`config.mk`:
```
export PLATFORM = sky130hd
export DESIGN_NAME = nrzi_unstuff_decoder
export DESIGN_NICKNAME = d
export VERILOG_FILES = /design/src/rtl/nrzi_unstuff_decoder.sv
export SDC_FILE = /design/constraint.sdc
export NUM_CORES = 1
export LEC_CHECK = 0
export ABC_CLOCK_PERIOD_IN_PS = 1100
export CORE_MARGIN = 10
export CORE_UTILIZATION = 24
export CTS_BUF_LIST = sky130_fd_sc_hd__clkbuf_4 sky130_fd_sc_hd__clkbuf_8 sky130_fd_sc_hd__clkbuf_16
export CTS_CLUSTER_SIZE = 16
export DETAILED_ROUTE_END_ITERATION = 6
export DONT_BUFFER_PORTS = 1
export GPL_TIMING_DRIVEN = 0
export HOLD_SLACK_MARGIN = 0.03
export PLACE_DENSITY_LB_ADDON = 0.3
export SYNTH_ARGS = -nofsm -noshare
export SYNTH_HDL_FRONTEND = slang
export SYNTH_SLANG_ARGS = --single-unit
```
`constraint.sdc`:
```
create_clock -name clk_i -period 1.1 [get_ports clk_i]
set_clock_uncertainty 0.2 [all_clocks]
set_input_delay 0.11 -clock clk_i [delete_from_list [all_inputs] [get_ports clk_i]]
set_output_delay 0.11 -clock clk_i [all_outputs]
set_load 0.01 [all_outputs]
```
`src/rtl/nrzi_unstuff_decoder.sv`:
```
// USB 1.1 receive NRZI decoder with bit-unstuffing, one bit per shift_en strobe.
// Define NRZI_STUFF_CHECK_EN to flag a 1 in the stuff position as stuff_err.
module nrzi_unstuff_decoder #(
  parameter int unsigned STUFF_LEN  = 6,
  parameter logic        IDLE_LEVEL = 1'b1,
  localparam int unsigned CW        = $clog2(STUFF_LEN + 1)
) (
  input  logic          clk_i,
  input  logic          n_rst_i,
  input  logic          d_i,
  input  logic          shift_en_i,
  input  logic          clear_i,
  output logic          d_orig_o,
  output logic          d_edge_o,
  output logic          bit_valid_o,
  output logic          stuff_bit_o,
  output logic          stuff_err_o,
  output logic [CW-1:0] run_cnt_o
);

  localparam logic [CW-1:0] STUFF_MAX = CW'(STUFF_LEN);

  logic          q_clk_q, q_clk_d;
  logic          d_edge_q, d_edge_d;
  logic          prev_bit_q, prev_bit_d;
  logic          d_orig_q, d_orig_d;
  logic          bit_valid_q, bit_valid_d;
  logic          stuff_bit_q, stuff_bit_d;
  logic          stuff_err_q, stuff_err_d;
  logic [CW-1:0] run_cnt_q, run_cnt_d;
  logic          dec_bit;

  assign dec_bit = ~(d_i ^ prev_bit_q);

  always_comb begin
    q_clk_d     = d_i;
    d_edge_d    = d_i ^ q_clk_q;
    prev_bit_d  = prev_bit_q;
    d_orig_d    = d_orig_q;
    run_cnt_d   = run_cnt_q;
    bit_valid_d = 1'b0;
    stuff_bit_d = 1'b0;
    stuff_err_d = 1'b0;

    // clear re-arms the NRZI reference and swallows any coincident strobe
    if (clear_i) begin
      prev_bit_d = IDLE_LEVEL;
      run_cnt_d  = '0;
    end else if (shift_en_i) begin
      prev_bit_d = d_i;
      d_orig_d   = dec_bit;
      if (run_cnt_q < STUFF_MAX) begin
        bit_valid_d = 1'b1;
        run_cnt_d   = dec_bit ? run_cnt_q + CW'(1) : '0;
      end else begin
`ifdef NRZI_STUFF_CHECK_EN
        // counter stays saturated so every further 1 is also a violation
        if (dec_bit) begin
          stuff_err_d = 1'b1;
        end else begin
          stuff_bit_d = 1'b1;
          run_cnt_d   = '0;
        end
`else
        stuff_bit_d = 1'b1;
        run_cnt_d   = '0;
`endif
      end
    end
  end

  always_ff @(posedge clk_i) begin
    if (!n_rst_i) begin
      q_clk_q     <= IDLE_LEVEL;
      d_edge_q    <= 1'b0;
      prev_bit_q  <= IDLE_LEVEL;
      d_orig_q    <= 1'b0;
      run_cnt_q   <= '0;
      bit_valid_q <= 1'b0;
      stuff_bit_q <= 1'b0;
      stuff_err_q <= 1'b0;
    end else begin
      q_clk_q     <= q_clk_d;
      d_edge_q    <= d_edge_d;
      prev_bit_q  <= prev_bit_d;
      d_orig_q    <= d_orig_d;
      run_cnt_q   <= run_cnt_d;
      bit_valid_q <= bit_valid_d;
      stuff_bit_q <= stuff_bit_d;
      stuff_err_q <= stuff_err_d;
    end
  end

  assign d_orig_o    = d_orig_q;
  assign d_edge_o    = d_edge_q;
  assign bit_valid_o = bit_valid_q;
  assign stuff_bit_o = stuff_bit_q;
  assign stuff_err_o = stuff_err_q;
  assign run_cnt_o   = run_cnt_q;

endmodule

```
==> results.sh <==
export IMPL_drive_above_1_share=0.298
export IMPL_antenna_cells=0
export IMPL_path_class="flip-flop to flip-flop"
export IMPL_vias=283
export IMPL_die_area_um2=3610
export IMPL_gr_usage_met1=0.0500
export IMPL_place_congestion=0.752
export IMPL_crit_chain="ha_4, and3b_1, o21ai_1, a21oi_1"
export IMPL_clkTransAtPathRegs_ns=0.06
export IMPL_worstSetupStartpointType="flip-flop"
export IMPL_violations="hold timing, setup timing"
export IMPL_grt_pass1_vias=267
export IMPL_syn_avg_cell_area_um2=9.88
export IMPL_insertion_delay_ns=0.26
export IMPL_routed_wl_um=801
export IMPL_setup_viol=2
export IMPL_cp_slowest_cell="dfxtp_4"
export IMPL_area_delta_synth_final_pct=34.7
export IMPL_portBuffers=0
export IMPL_firstDrtPassIters=3
export IMPL_critPathArrivalTime_ns=1.15
export IMPL_synth_cell_area_um2=385
export IMPL_cts_max_level=1
export IMPL_grt_pass1_wl_um=1300
export IMPL_status="finished with violations"
export IMPL_ys_flop_type="dfxtp_1"
export IMPL_synth_edf_count=0
export IMPL_finalHoldViolations=6
export IMPL_drc_errors=0
export IMPL_met2_usage=0.0676
export IMPL_dpl_cell_area_um2=423
export IMPL_rsz0062_at_grt="yes"
export IMPL_grt_max_degree=8
export IMPL_drt_iter0_markers=4
export IMPL_layout_min_cycle_time_ns=1.20
export IMPL_synth_cells=39
export IMPL_ys_types=19
export IMPL_busiest_layer="met2"
export IMPL_core_area_um2=1510
export IMPL_ant_nets=0
export IMPL_cp_end_kind="flip-flop"
export IMPL_yosysWarnings=0
export IMPL_p_clk_frac=0.403
export IMPL_cts_made_buffers=3
export IMPL_p_leak_uw=0.000216
export IMPL_fin_crit_sh=1.09
export IMPL_dieWidth_um=60.1
export IMPL_post_cts_buffers=0
export IMPL_clock_path_buffers=2
export IMPL_syn_nets=45
export IMPL_dp_slack_ns=-0.107
export IMPL_chipHeight_um=60.1
export IMPL_hpwl_um=598
export IMPL_vdd_ir_drop_max_uv=673
export IMPL_holdCritPathClass="input pin to flip-flop"
export IMPL_hold_slack_ns=-0.210
export IMPL_grt_total_usage=0.0511
export IMPL_stdcell_area_um2=519
export IMPL_nets=54
export IMPL_switching_share=0.217
export IMPL_cp_required_ns=1.05
export IMPL_seqPwrFrac=0.504
export IMPL_timing_fmax_mhz=831
export IMPL_intPower_uw=540
export IMPL_synth_seq_area_share=0.468
export IMPL_met3_usage=0.0636
export IMPL_ys_seq_elements=9
export IMPL_cts_root_buf="clkbuf_4"
export IMPL_start_util=0.256
export IMPL_io_pin_count=13
export IMPL_cts_tree="yes"
export IMPL_routed_via_density=4.49
export IMPL_combPwrFrac=0.093
export IMPL_grt_remaining_overflow=0
export IMPL_setup_ws_ns=-0.103
export IMPL_critPathMaxFanout=6
export IMPL_maxSlewViolCount=0
export IMPL_rows=14
export IMPL_cts_sinks=9
export IMPL_async_reset_ff_frac=0
export IMPL_netSwitchingPower_uw=150
export IMPL_power_density_nw_per_um2=1330
export IMPL_cap_violations=0
export IMPL_slowest_delay_ns=0.38
export IMPL_wire_per_inst_um=12.7
export IMPL_antenna_found_initial=0
[flip-flops by register name, indices dropped and copies added, names as in the netlist]
register     flops
run_cnt_o        3
bit_valid_o      1
d_edge_o         1
d_orig_o         1
prev_bit_q       1
q_clk_q          1
stuff_bit_o      1
[per-stage QoR]
step                utilization  total power [uW]  std cells  TNS (ns)
global placement          0.281               399         55   -0.0983
global route              0.345               726         63    -0.264
detailed placement        0.281               399         55    -0.116
finish                    0.345               689         63    -0.109
CTS                       0.324               687         62    -0.458
floorplan                     -               391         39   -0.0387
[cells in the mapped netlist (2+ instances only)]
master,number,area share
a21oi_1,4,0.052
buf_4,2,0.039
dfxtp_1,9,0.47
mux2i_1,2,0.052
nand2_1,3,0.029
nand2b_1,5,0.081
nor2b_1,2,0.032
[critical path, delay by kind of cell (launching register included)]
family,cells,cell delay (ns)
AO/OA/AOI/OAI,2,0.19
adder cells (fa/ha/maj),1,0.16
flip-flops,1,0.38
AND/OR/NAND/NOR,1,0.16
[layer usage]
metal / wire, um / vias up / share of wire
li1: - / 144 / -
met1: 304 / 122 / 0.38
met2: 344 / 15 / 0.43
met3: 146 / 2 / 0.18
met4: 5 / 0 / 0.0062
met5: 0 / - / 0
[path summary, 6_finish.rpt]
path	startpoint	end	slack (ns)	depth (start not counted)
setup / recovery	run_cnt_o[1]$_SDFFE_PP0P_	run_cnt_o[2]$_SDFFE_PP0P_	-0.10	4
hold / removal	d_i	prev_bit_q$_SDFFE_PP1P_	-0.21	2
setup reg to reg	run_cnt_o[1]$_SDFFE_PP0P_	run_cnt_o[2]$_SDFFE_PP0P_	-0.10	4
hold reg to reg	run_cnt_o[2]$_SDFFE_PP0P_	bit_valid_o$_SDFF_PP0_	0.32	1
[cell usage in the layout, fill, tap and decap left out]
master	count
nand2_1	3
dfxtp_4	1
xor2_1	1
conb_1	1
nor2b_2	1
clkbuf_4	4
o21ai_1	1
and3b_1	1
ha_4	1
xnor2_4	1
nand4b_1	1
a21oi_1	4
dfxtp_2	3
nand4_1	1
buf_4	2
nand2b_1	5
and2b_1	1
mux2i_1	2
and2_1	1
dfxtp_1	5
dlymetal6s4s_1	2
nor2b_1	1
nor2_1	1
dlygate4sd3_1	2
nor3b_2	1
[logic make-up (layout without fill, tap and decap cells)]
kind of cell / count (synthesis) / in the layout / synth area share
flip-flops: 9 / 9 / 0.468
XOR/XNOR: 2 / 2 / 0.0650
adder cells (fa/ha/maj): 1 / 1 / 0.0325
AND/OR/NAND/NOR: 17 / 17 / 0.270
buffers and inverters: 2 / 10 / 0.0389
multiplexers: 2 / 2 / 0.0520
AO/OA/AOI/OAI: 5 / 5 / 0.0649
other: 1 / 1 / 0.00973
[layout make-up]
type                       instances  area (um2)
fill                             157         987
tap                               16        20.0
sequential                         9         188
multi-input combinational         28         221
timing repair buffer               4        45.0
buffer                             2        15.0
clock buffer                       4        30.0
[power by group through the flow]
stage               combinational, uW  sequential, uW  clock (uW)
finish                           64.1             348         278
global route                     72.1             349         305
CTS                              55.8             347         284
detailed placement               45.0             354           0
global placement                 44.4             354           0
floorplan                        39.2             352           0
[timing repair]
| item | 4_1_cts | 5_1_grt |
|---|---|---|
| cloned | 0 | 0 |
| endpoints found under the hold margin | 9 | 7 |
| endpoints found under the setup margin | 3 | 7 |
| gates resized for setup | 1 | 6 |
| hold buffers | 3 | 1 |
| pin swaps | 2 | 4 |
No activity file was read; power rests on OpenSTA's default activity.
